===== src/rtl/sha2_schedule_ctrl.sv =====
// ---------------------------------------------------------------------------
// sha2_schedule_ctrl
//
// Purpose:
//   Sequencer for a SHA-2 message-schedule shift register. It accepts one
//   16-word message block over a valid/ready handshake, loads it into the
//   external schedule register (ms_load/ms_din), then streams the R round
//   words W_0..W_{R-1} (read from ms_dout) to the compression core over a
//   second valid/ready handshake, advancing the schedule with ms_start on
//   every accepted word. R is 64 for MODE 224/256 and 80 for MODE 384/512.
//
// Parameters:
//   WIDTH  word width of the schedule datapath (default 32)
//   MODE   224, 256, 384 or 512; selects the round count
//
// Ports:
//   clk                      single clock, rising edge
//   rst                      synchronous reset, active low
//   blk_start                request to process one block (honoured in IDLE)
//   din / din_valid / din_ready   message-word input handshake
//   ms_load / ms_start / ms_din   controls for the schedule shift register
//   ms_dout                  schedule head word W_t
//   w_out / w_valid / w_ready / w_idx   round-word stream to the core
//   busy                     high while loading or streaming rounds
//   done                     one-cycle pulse after the last round word
//   abort                    (only with SHA2_SCHED_CTRL_ABORT_EN defined)
//                            discards the block in progress
//
// Build option:
//   SHA2_SCHED_CTRL_ABORT_EN  adds the abort input.
// ---------------------------------------------------------------------------
module sha2_schedule_ctrl #(
  parameter int WIDTH = 32,
  parameter int MODE  = 256
) (
  input  logic             clk,
  input  logic             rst,
  input  logic             blk_start,
  input  logic [WIDTH-1:0] din,
  input  logic             din_valid,
  output logic             din_ready,
  output logic             ms_load,
  output logic             ms_start,
  output logic [WIDTH-1:0] ms_din,
  input  logic [WIDTH-1:0] ms_dout,
  output logic [WIDTH-1:0] w_out,
  output logic             w_valid,
  input  logic             w_ready,
  output logic [6:0]       w_idx,
  output logic             busy,
  output logic             done
`ifdef SHA2_SCHED_CTRL_ABORT_EN
  ,
  input  logic             abort
`endif
);

  // Index of the final round word for the selected digest size.
  localparam logic [6:0] LAST_ROUND = (MODE == 384 || MODE == 512) ? 7'd79 : 7'd63;

  typedef enum logic [1:0] {
    IDLE  = 2'd0,
    LOAD  = 2'd1,
    ROUND = 2'd2,
    DONE  = 2'd3
  } state_t;

  state_t     state_reg, state_next;
  logic [3:0] word_cnt_reg, word_cnt_next;
  logic [6:0] round_cnt_reg, round_cnt_next;
  logic       abort_req;

`ifdef SHA2_SCHED_CTRL_ABORT_EN
  assign abort_req = abort;
`else
  assign abort_req = 1'b0;
`endif

  always_ff @(posedge clk) begin
    if (!rst) begin
      state_reg     <= IDLE;
      word_cnt_reg  <= 4'd0;
      round_cnt_reg <= 7'd0;
    end else begin
      state_reg     <= state_next;
      word_cnt_reg  <= word_cnt_next;
      round_cnt_reg <= round_cnt_next;
    end
  end

  always_comb begin
    state_next     = state_reg;
    word_cnt_next  = word_cnt_reg;
    round_cnt_next = round_cnt_reg;
    din_ready      = 1'b0;
    ms_load        = 1'b0;
    ms_start       = 1'b0;
    ms_din         = '0;
    w_out          = '0;
    w_valid        = 1'b0;
    w_idx          = 7'd0;
    busy           = 1'b0;
    done           = 1'b0;

    case (state_reg)
      IDLE: begin
        if (blk_start) begin
          state_next     = LOAD;
          word_cnt_next  = 4'd0;
          round_cnt_next = 7'd0;
        end
      end

      LOAD: begin
        busy      = 1'b1;
        din_ready = 1'b1;
        ms_din    = din;
        // An aborted cycle must not shift a word into the schedule.
        ms_load   = din_valid & ~abort_req;
        if (abort_req) begin
          state_next     = IDLE;
          word_cnt_next  = 4'd0;
          round_cnt_next = 7'd0;
        end else if (din_valid) begin
          // The 4-bit counter wraps to 0 on the 16th word, leaving it
          // clean for the next block.
          word_cnt_next = word_cnt_reg + 4'd1;
          if (word_cnt_reg == 4'd15) begin
            state_next = ROUND;
          end
        end
      end

      ROUND: begin
        busy     = 1'b1;
        w_valid  = 1'b1;
        w_out    = ms_dout;
        w_idx    = round_cnt_reg;
        ms_start = w_ready & ~abort_req;
        if (abort_req) begin
          state_next     = IDLE;
          word_cnt_next  = 4'd0;
          round_cnt_next = 7'd0;
        end else if (w_ready) begin
          // The counter stops at the last round instead of wrapping.
          if (round_cnt_reg == LAST_ROUND) begin
            state_next = DONE;
          end else begin
            round_cnt_next = round_cnt_reg + 7'd1;
          end
        end
      end

      DONE: begin
        done       = 1'b1;
        state_next = IDLE;
      end

      default: begin
        state_next = IDLE;
      end
    endcase

    // Reset is synchronous, so the state only clears at the edge; gate the
    // outputs here so they read zero for the whole time reset is held.
    if (!rst) begin
      din_ready = 1'b0;
      ms_load   = 1'b0;
      ms_start  = 1'b0;
      ms_din    = '0;
      w_out     = '0;
      w_valid   = 1'b0;
      w_idx     = 7'd0;
      busy      = 1'b0;
      done      = 1'b0;
    end
  end

endmodule

===== config.mk =====
export PLATFORM = sky130hd
export DESIGN_NAME = sha2_schedule_ctrl
export DESIGN_NICKNAME = d
export VERILOG_FILES = /design/src/rtl/sha2_schedule_ctrl.sv
export SDC_FILE = /design/constraint.sdc
export NUM_CORES = 1
export LEC_CHECK = 0
export CORE_MARGIN = 10
export CORE_UTILIZATION = 25
export CTS_BUF_LIST = sky130_fd_sc_hd__clkbuf_2
export DETAILED_ROUTE_END_ITERATION = 16
export HOLD_SLACK_MARGIN = 0.1
export PLACE_DENSITY = 0.85
export SETUP_SLACK_MARGIN = 0.02
export SLEW_MARGIN = 20
export SYNTH_ARGS = -nofsm -noshare
export SYNTH_HDL_FRONTEND = slang
export SYNTH_SLANG_ARGS = --single-unit

===== constraint.sdc =====
create_clock -name clk -period 3.9 [get_ports clk]
set_clock_uncertainty 0.15 [all_clocks]
set_input_delay 0.78 -clock clk [delete_from_list [all_inputs] [get_ports clk]]
set_output_delay 0.78 -clock clk [all_outputs]
set_load 0.005 [all_outputs]

* Yosys cells after proc, flatten, opt, wreduce, memory -nomap -nowiden *
Index checks and enable logic that the tools add are counted.
W data, S select, Z words.

storage, ports and cells
  logic and storage cells = 54
  memory bits (read-only) = 0
  register bits after elaboration = 13
  bits in writable memories = 0
  output and inout bits = 77
  latch bits = 0
  memories = 0

cells by class
  multipliers = 0
  muxes and demuxes = 31
  magnitude comparators = 0
  bitwise gates (word level) = 0
  equal/unequal tests = 11
  shift operators = 0
  reductions and logical operators = 7
  add/sub/neg operators = 2
  divide/modulo/power cells = 0

operator list
  operator               number
  $mux W32               4
  $mux W7                5
  $pmux W7 S2            1
  $mux W1                12
  $ne A2 B2 Y1 const B   6
  $mux W2                5
  $mux W4                2
  $pmux W2 S4            1
  $pmux W4 S2            1
  $add A7 B1 Y7 const B  1
  $eq A7 B6 Y1 const B   1
  $reduce_and A5 Y1      1
  $add A4 B1 Y4 const B  1
  $eq A2 B2 Y1 const B   2
  $eq A4 B4 Y1 const B   1
  $reduce_and A4 Y1      1
  $reduce_bool A2 Y1     2
  $reduce_and A3 Y1      1
  $eq A2 B1 Y1 const B   1
  $logic_not A2 Y1       1
  $reduce_or A2 Y1       1

* Logic depth before layout (Yosys ltp) *
Gate-level depths: netlist (run 1).

  depth after elaboration = 4
  mapped depth = 7
  mapped depth without buffers = 6

* Worst setup path before layout (run 1) *
No wires, ideal clock.

  path type = input-to-output
  start point = in rst
  end point = out ms_din[0]
  path buffers = 2
  cell stages on the path = 3
  required time = 2970 ps
  arrival = 1379 ps
  path slack = 1591 ps
  cells stage by stage = clkbuf_1 -> clkbuf_1 -> and3_1

on the way
  word-level cells in the longest chain between the ends = 1

ends and longest elaborated chain
  what         line  RTL
  from (decl)  37    input logic rst,
  $mux W32     166   if (!rst) begin
  to (decl)    44    output logic [WIDTH-1:0] ms_din,

Every way passes these cells.

* Worst setup path after layout (run 1) *
  start point = reg state_reg[1]
  end point = out ms_din[5]

on the way
  word-level cells in the longest chain between the ends = 3

ends and longest elaborated chain
  what                    line  RTL
  from (decl)             68    state_t state_reg, state_next;
  from (signal assigned)  85    state_reg <= state_next;
  $eq A2 B1 Y1            105   case (state_reg)
  $mux W32                105
  $mux W32                166

Every way passes these cells.

==> results of run 1 <==
-- final cells by class --
type	count	area [µm²]	area share
Sequential cell	13	260	0.0919
Timing Repair Buffer	147	1470	0.521
Tap cell	70	87.6	0.0309
Inverter	5	18.8	0.00663
Multi-Input combinational cell	144	971	0.343
Clock buffer	4	20.0	0.00707
-- placed cells by master, fill, tap and decap left out, types with 2 or more instances in the layout --
| master | n |
|---|---|
| nor2_1 | 2 |
| inv_1 | 5 |
| nand4_1 | 3 |
| clkdlybuf4s50_1 | 144 |
| mux2i_1 | 4 |
| nor3b_1 | 2 |
| or3_1 | 3 |
| clkbuf_2 | 4 |
| a21oi_1 | 4 |
| and2_1 | 4 |
| nand3_1 | 4 |
| o21ai_0 | 8 |
| ha_1 | 6 |
| and3_1 | 73 |
| dfxtp_1 | 13 |
| nor2b_1 | 6 |
| xnor2_1 | 2 |
| nand2_1 | 7 |
| nor3_1 | 3 |
| a21boi_0 | 2 |
-- worst min-delay path, stage by stage, from the launching register on --
cell     delay (ps)
dfxtp_1         360
nand2_1          70
mux2i_1          60
-- stage by stage --
stage / power, µW / hold slack, ps / instance area (µm²) / util
floorplan: 431 / 321 / 1320 / -
global placement: 711 / 342 / 2810 / 0.550
detailed placement: 722 / 350 / 2810 / 0.550
CTS: 801 / 371 / 2830 / 0.554
global route: 860 / 395 / 2830 / 0.554
finish: 791 / 365 / 2830 / 0.554
-- power breakdown --
group	switching (µW)	internal (µW)	leakage (µW)
registers	12.4	145	0.000105
clock network	46.9	27.2	0.0000166
logic	247	312	0.00119
total	307	484	0.00131
-- cells by family (layout without fill, tap and decap cells) --
logic type | count (synthesis) | count (layout) | share of synthesized area
fa+ha+maj | 6 | 6 | 0.0569
xor+xnor | 2 | 2 | 0.0133
flops | 13 | 13 | 0.197
mux | 5 | 5 | 0.0417
buf+inv | 23 | 156 | 0.0664
simple gates | 111 | 111 | 0.520
compound gates | 20 | 20 | 0.104
-- layer usage --
layer	vias up	routed length, µm
met5	-	0
met4	0	58
met3	7	656
met2	90	3510
met1	815	2640
li1	916	-
-- path summary, 6_finish.rpt --
| path | from | end | slack [ps] | depth (start not counted) |
|---|---|---|---|---|
| worst max-delay path | state_reg[1]$_SDFFE_PN0P_ | ms_din[5] | 570 | 4 |
| worst min-delay path | state_reg[0]$_SDFFE_PN0P_ | state_reg[0]$_SDFFE_PN0P_ | 370 | 2 |
| worst max register to register | state_reg[1]$_SDFFE_PN0P_ | word_cnt_reg[3]$_SDFFE_PN0P_ | 1520 | 6 |
| worst min register to register | state_reg[0]$_SDFFE_PN0P_ | state_reg[0]$_SDFFE_PN0P_ | 370 | 2 |
==> impl_metrics.py, run 1 <==
metrics = {
    "run_status": {
        "status": "complete, no violations",
    },
    "floorplanning": {
        "boundaryPins": 146,
        "die_x_um": 92.6,
        "core_area_um2": 5110,
        "die-height_um": 92.6,
        "start_util": 0.258,
        "core.rowCount": 26,
        "dieArea_um2": 8580,
    },
    "routing": {
        "vias": 1828,
        "routed_wl_mm": 6.86,
        "wire_per_inst_um": 17.9,
        "first_pass_iters": 4,
        "avgViaCountPerCell": 4.77,
        "ant_nets": 0,
        "drt-initial-drc-count": 66,
        "drc": 0,
    },
    "clock_network": {
        "ctsHoldBuffers": 0,
        "clock-sinks": 13,
        "htreeDepth": 1,
        "post_cts_buffers": 0,
        "insertion_delay_ps": 290,
        "clk_pin_slew_ps": 130,
        "cts_tree": "done",
        "cts_root_buf": "clkbuf_2",
        "clockBufferDepth": 2,
        "numCtsBuffers": 3,
        "ctsResizeCount": 0,
    },
    "global_routing": {
        "globalRoute.totalOverflow": 0,
        "use_met3": 0.0476,
        "grt.busiest_layer": "met2",
        "grt_max_degree": 49,
        "grt_pass1_wl_mm": 10.2,
        "grt_util_met1": 0.159,
        "first_global_vias": 1720,
        "grt.total_usage": 0.147,
        "met2_usage": 0.275,
        "antenna_found_initial": 0,
    },
    "power_and_ir_drop": {
        "peakVddDrop_uv": 254,
        "p_leak_uw": 0.00131,
        "p_per_area_nw_per_um2": 279,
    },
    "timing": {
        "tns_ps": 0,
        "setup-violations-final": 0,
        "drv_slew": 0,
        "finalWorstSetupSlack_ps": 572,
        "max_freq_mhz": 300,
        "rsz0062_at_grt": "false",
        "fin_crit_ps": 3330,
        "final-hold-violation-count": 0,
        "slew_headroom": 0.316,
        "worst_pin_slew_ps": 1030,
        "fin_crit_sh": 0.853,
    },
    "synthesis": {
        "syn_area_per_cell_um2": 7.33,
        "yosysUniqueCellTypes": 31,
        "syn_area_um2": 1320,
        "ys_seq_area_frac": 0.197,
        "synth_top_area_frac": 0.346,
        "synth_nets": 255,
        "synth_commonest_cells": "and3_1 (73), clkbuf_1 (17), dfxtp_1 (13)",
        "synth-edff-count": 0,
        "ys.flop_type": "dfxtp_1",
        "synth_seq_cells": 13,
        "synth_area_leader_cell": "and3_1",
        "ys_warn_count": 0,
        "yosysMostFrequentCell": "and3_1",
        "yosys-top-cells-area": "and3_1 (35%), dfxtp_1 (20%), ha_1 (5.7%), clkbuf_1 (4.8%), mux2i_1 (3.0%)",
        "async_flop_share": 0,
        "synth_cells": 180,
    },
    "final_layout": {
        "syn2layout_area_growth_pct": 115,
        "largest_reg_flops": 7,
        "diodes": 0,
        "finalNonFillerCells": 383,
        "final_nets": 389,
        "drive_gt1_frac": 0.0351,
        "fill_cells": 451,
    },
    "setup_path": {
        "path_buf_inv": 2,
        "startpoint_type": "flip-flop",
        "max_stage_delay_ps": 830,
        "crit_type": "reg2out",
        "critPathMaxFanout": 40,
        "endpoint_kind": "output port",
        "worst_ep_arrival_time_ps": 2400,
        "cp_slowest_cell": "ha_1",
        "critPathTopFamily": "adder cells",
        "cp_cell_sequence": "inv_1 > ha_1 > and3_1 > clkdlybuf4s50_1",
        "crit_required_ps": 2970,
    },
    "placement": {
        "numPortBuffers": 145,
        "dpl.hpwl_mm": 5.66,
        "place.gp.congestion": 0.747,
        "preCtsSetupSlack_ps": 777,
        "place_inst": 379,
    },
    "job": {
        "maxCapViolations": 0,
    },
    "hold_path": {
        "hp-class": "reg2reg",
    },
}
No activity file was read; power rests on OpenSTA's default activity.
==> run 2: changes to the inputs <==
Settings changed: CELL_PAD_IN_SITES_DETAIL_PLACEMENT from default to 0, CELL_PAD_IN_SITES_GLOBAL_PLACEMENT from default to 1, CORE_MARGIN 10 to 3, CORE_UTILIZATION 25 to 19, CTS_BUF_LIST sky130_fd_sc_hd__clkbuf_2 to default, PLACE_DENSITY 0.85 to 0.95.
==> impl_metrics.py, run 2 (same netlist as run 1, synthesis figures left out) <==
metrics = {
    "run_status": {
        "status": "complete, no violations",
    },
    "final_layout": {
        "diodes": 0,
        "mostFrequentLayoutCell": "clkdlybuf4s50_1",
        "drive_gt1_frac": 0.0350,
        "syn2layout_area_growth_pct": 118,
        "final_nets": 390,
        "layout_common_cells": "clkdlybuf4s50_1 (144), and3_1 (73), dfxtp_1 (13)",
        "largest_reg_flops": 7,
    },
    "clock_network": {
        "clockBufferDepth": 2,
        "clock-sinks": 13,
        "htreeDepth": 1,
        "ctsResizeCount": 0,
        "cts_tree": "done",
        "post_cts_buffers": 0,
        "cts_root_buf": "clkbuf_8",
        "ctsHoldBuffers": 0,
        "insertion_delay_ps": 240,
        "numCtsBuffers": 3,
        "clk_pin_slew_ps": 60,
    },
    "power_and_ir_drop": {
        "power_uw": 832,
        "power_report.internal_total_uw": 531,
        "power_frac_seq": 0.189,
        "p_per_area_nw_per_um2": 290,
        "p_leak_uw": 0.00133,
        "switching_share": 0.362,
        "clkPwrFrac": 0.148,
        "switching_power_uw": 301,
        "pwr-share-comb": 0.663,
        "peakVddDrop_uv": 205,
    },
    "timing": {
        "final-hold-violation-count": 0,
        "fin_crit_sh": 0.795,
        "whs_ps": 357,
        "tns_ps": 0,
        "setup-violations-final": 0,
        "fin_crit_ps": 3100,
        "slew_headroom": 0.664,
        "drv_slew": 0,
        "rsz0062_at_grt": "false",
        "worst_pin_slew_ps": 504,
        "max_freq_mhz": 323,
    },
    "setup_path": {
        "endpoint_kind": "output port",
        "cp_slowest_cell": "clkdlybuf4s50_1",
        "max_stage_delay_ps": 520,
        "critPathMaxFanout": 51,
        "cp_cell_sequence": "buf_2 > buf_12 > and3_1 > clkdlybuf4s50_1",
        "path_buf_inv": 3,
        "crit_type": "in2out",
        "critPathTopFamily": "buffers and inverters",
        "crit_required_ps": 2970,
        "worst_ep_arrival_time_ps": 2170,
        "startpoint_type": "input port",
    },
    "global_routing": {
        "antenna_found_initial": 0,
        "globalRoute.totalOverflow": 0,
        "grt_max_degree": 52,
        "grt_pass1_wl_mm": 7.78,
        "first_global_vias": 1669,
        "grt.total_usage": 0.119,
    },
    "routing": {
        "wire_per_inst_um": 14.4,
        "drc": 0,
        "vias": 1828,
        "drt-initial-drc-count": 57,
        "ant_nets": 0,
        "routed_wl_mm": 5.62,
        "avgViaCountPerCell": 4.68,
        "first_pass_iters": 4,
    },
    "floorplanning": {
        "core_area_um2": 6530,
        "start_util": 0.202,
        "boundaryPins": 146,
        "die-height_um": 89.3,
        "dieArea_um2": 7980,
        "core.rowCount": 29,
        "die_x_um": 89.3,
    },
    "placement": {
        "numPortBuffers": 145,
        "dpl.hpwl_mm": 4.41,
        "place.gp.congestion": 0.687,
    },
    "hold_path": {
        "hp-class": "reg2reg",
    },
    "job": {
        "maxCapViolations": 0,
    },
}
run 2: final timing paths:
check / slack (ps) / from / end / cells past startpoint
max: 800 / rst / w_out[24] / 4
min: 360 / state_reg[1]$_SDFFE_PN0P_ / state_reg[1]$_SDFFE_PN0P_ / 2
max reg2reg: 1940 / state_reg[0]$_SDFFE_PN0P_ / round_cnt_reg[3]$_SDFFE_PN0P_ / 7
min reg2reg: 360 / state_reg[1]$_SDFFE_PN0P_ / state_reg[1]$_SDFFE_PN0P_ / 2
run 2: tightest hold or removal path, stage by stage (launching register included):
cell,delay [ps]
dfxtp_1,330
nand2_1,60
mux2i_1,60
run 2: cell type report:
class,instances,area (µm²)
sequential,13,260
tap,77,96.3
multi-input combinational,144,971
fill,634,3660
clock buffer,4,45.0
inverter,5,18.8
timing repair buffer,148,1480
run 2: per-layer routing:
layer  routed length (µm)  GRT usage  share of wire
met5                    0          0              0
met4                   17     0.0203         0.0030
met3                  530     0.0212          0.094
met2                 2880      0.233           0.51
met1                 2190      0.135           0.39
run 2: power by group through the flow:
stage / combinational (µW) / sequential, µW / clock [µW]
2_1_floorplan: 274 / 158 / 0
3_3_place_gp: 547 / 160 / 0
3_5_place_dp: 559 / 161 / 0
4_1_cts: 561 / 158 / 127
5_1_grt: 608 / 161 / 130
6_report: 552 / 158 / 123
run 2: through the flow:
stage	area, µm²	instances	setup slack, ps	utilization
floorplan	1320	180	1590	-
global placement	2830	387	837	0.433
CTS	2870	391	792	0.440
global route	2870	391	704	0.440
finish	2870	391	800	0.440
detailed placement	2830	387	794	0.433
==> run 3: changes to the inputs <==
Settings changed: CORE_UTILIZATION 19 to 17, PLACE_DENSITY 0.95 to 0.91.
Clock period 3.9 ns to 3.05 ns, I/O delays scaled along.
==> impl_metrics.py, run 3 (same netlist as run 1, synthesis figures left out) <==
metrics = {
    "run_status": {
        "status": "complete, no violations",
    },
    "clock_network": {
        "clockBufferDepth": 2,
        "insertion_delay_ps": 240,
        "clk_pin_slew_ps": 60,
        "ctsResizeCount": 0,
        "numCtsBuffers": 3,
        "ctsHoldBuffers": 0,
        "post_cts_buffers": 0,
        "clock-sinks": 13,
        "htreeDepth": 1,
        "cts_tree": "done",
        "cts_root_buf": "clkbuf_8",
    },
    "floorplanning": {
        "die-height_um": 94.1,
        "die_x_um": 94.1,
        "start_util": 0.179,
        "core_area_um2": 7370,
        "dieArea_um2": 8850,
        "boundaryPins": 146,
        "core.rowCount": 31,
    },
    "setup_path": {
        "endpoint_kind": "output port",
        "critPathMaxFanout": 6,
        "worst_ep_arrival_time_ps": 1880,
        "startpoint_type": "input port",
        "crit_required_ps": 2290,
        "crit_type": "in2out",
    },
    "hold_path": {
        "hp-class": "reg2reg",
    },
    "job": {
        "maxCapViolations": 0,
    },
    "final_layout": {
        "largest_reg_flops": 7,
        "layout_common_cells": "clkdlybuf4s50_1 (144), and3_1 (73), dfxtp_1 (13)",
        "diodes": 0,
        "drive_gt1_frac": 0.0381,
        "mostFrequentLayoutCell": "clkdlybuf4s50_1",
        "syn2layout_area_growth_pct": 120,
        "post-route-util": 0.393,
        "fill_cells": 744,
        "final_nets": 391,
        "finalNonFillerCells": 414,
    },
    "timing": {
        "slew_headroom": 0.668,
        "rsz0062_at_grt": "false",
        "max_freq_mhz": 378,
        "setup-violations-final": 0,
        "worst_pin_slew_ps": 492,
        "tns_ps": 0,
        "fin_crit_sh": 0.867,
        "final-hold-violation-count": 0,
        "finalWorstSetupSlack_ps": 406,
        "fin_crit_ps": 2640,
        "drv_slew": 0,
    },
    "power_and_ir_drop": {
        "switching_power_uw": 384,
        "power_frac_seq": 0.191,
        "peakVddDrop_uv": 358,
        "p_per_area_nw_per_um2": 366,
        "pwr-share-comb": 0.663,
        "power_report.internal_total_uw": 677,
        "clkPwrFrac": 0.146,
        "p_leak_uw": 0.00133,
        "switching_share": 0.362,
    },
    "placement": {
        "place_inst": 410,
        "preCtsSetupSlack_ps": 402,
        "numPortBuffers": 145,
        "dpl.hpwl_mm": 4.40,
        "place.gp.congestion": 0.762,
    },
    "global_routing": {
        "grt.total_usage": 0.110,
        "antenna_found_initial": 0,
        "globalRoute.totalOverflow": 0,
        "grt_max_degree": 49,
        "grt_pass1_wl_mm": 8.14,
        "first_global_vias": 1651,
    },
    "routing": {
        "vias": 1794,
        "drc": 0,
        "wire_per_inst_um": 13.1,
        "ant_nets": 0,
        "routed_wl_mm": 5.41,
        "avgViaCountPerCell": 4.33,
        "first_pass_iters": 4,
        "drt-initial-drc-count": 26,
    },
}
run 3: cell types whose count changed in the layout (fill, tap and decap cells not counted), sizes merged:
| cell | before | now |
|---|---|---|
| buf | 4 | 5 |
run 3: critical path: stages:
cell             delay (ps)
clkdlybuf4s50_1         580
and3_1                  180
clkdlybuf4s50_1         510
run 3: per-stage QoR:
| step | total power, µW | hold slack, ps | area, µm² |
|---|---|---|---|
| after floorplan | 552 | 321 | 1320 |
| after global placement | 909 | 337 | 2850 |
| after detailed placement | 915 | 347 | 2850 |
| after CTS | 1070 | 355 | 2900 |
| after global routing | 1150 | 381 | 2900 |
| final | 1060 | 354 | 2900 |
run 3: area by class of cell:
| type | count | area (µm²) | share of cell area |
|---|---|---|---|
| timing repair buffer | 149 | 1480 | 0.510 |
| multi-input combinational | 144 | 971 | 0.335 |
| sequential | 13 | 260 | 0.0899 |
| tap | 99 | 124 | 0.0428 |
| clock buffer | 4 | 45.0 | 0.0156 |
| inverter | 5 | 18.8 | 0.00648 |
run 3: final timing paths:
kind,startpoint,endpoint,slack [ps],cells after the start
setup / recovery,din_valid,ms_load,410,3
hold / removal,state_reg[1]$_SDFFE_PN0P_,state_reg[1]$_SDFFE_PN0P_,350,2
setup reg to reg,state_reg[0]$_SDFFE_PN0P_,round_cnt_reg[3]$_SDFFE_PN0P_,1080,7
hold reg to reg,state_reg[1]$_SDFFE_PN0P_,state_reg[1]$_SDFFE_PN0P_,350,2
run 3: power by group through the flow:
stage | Clock (µW) | Sequential, µW | Combinational (µW)
6_report | 155 | 202 | 703
5_1_grt | 168 | 206 | 779
4_1_cts | 157 | 202 | 712
3_5_place_dp | 0 | 206 | 709
3_3_place_gp | 0 | 206 | 703
2_1_floorplan | 0 | 202 | 350
run 3: per-layer routing:
layer | routed length [µm] | global-route usage | vias to the layer above
li1 | - | - | 919
met1 | 2190 | 0.130 | 794
met2 | 2700 | 0.205 | 77
met3 | 503 | 0.0264 | 4
met4 | 21 | 0.0144 | 0
met5 | 0 | 0 | -
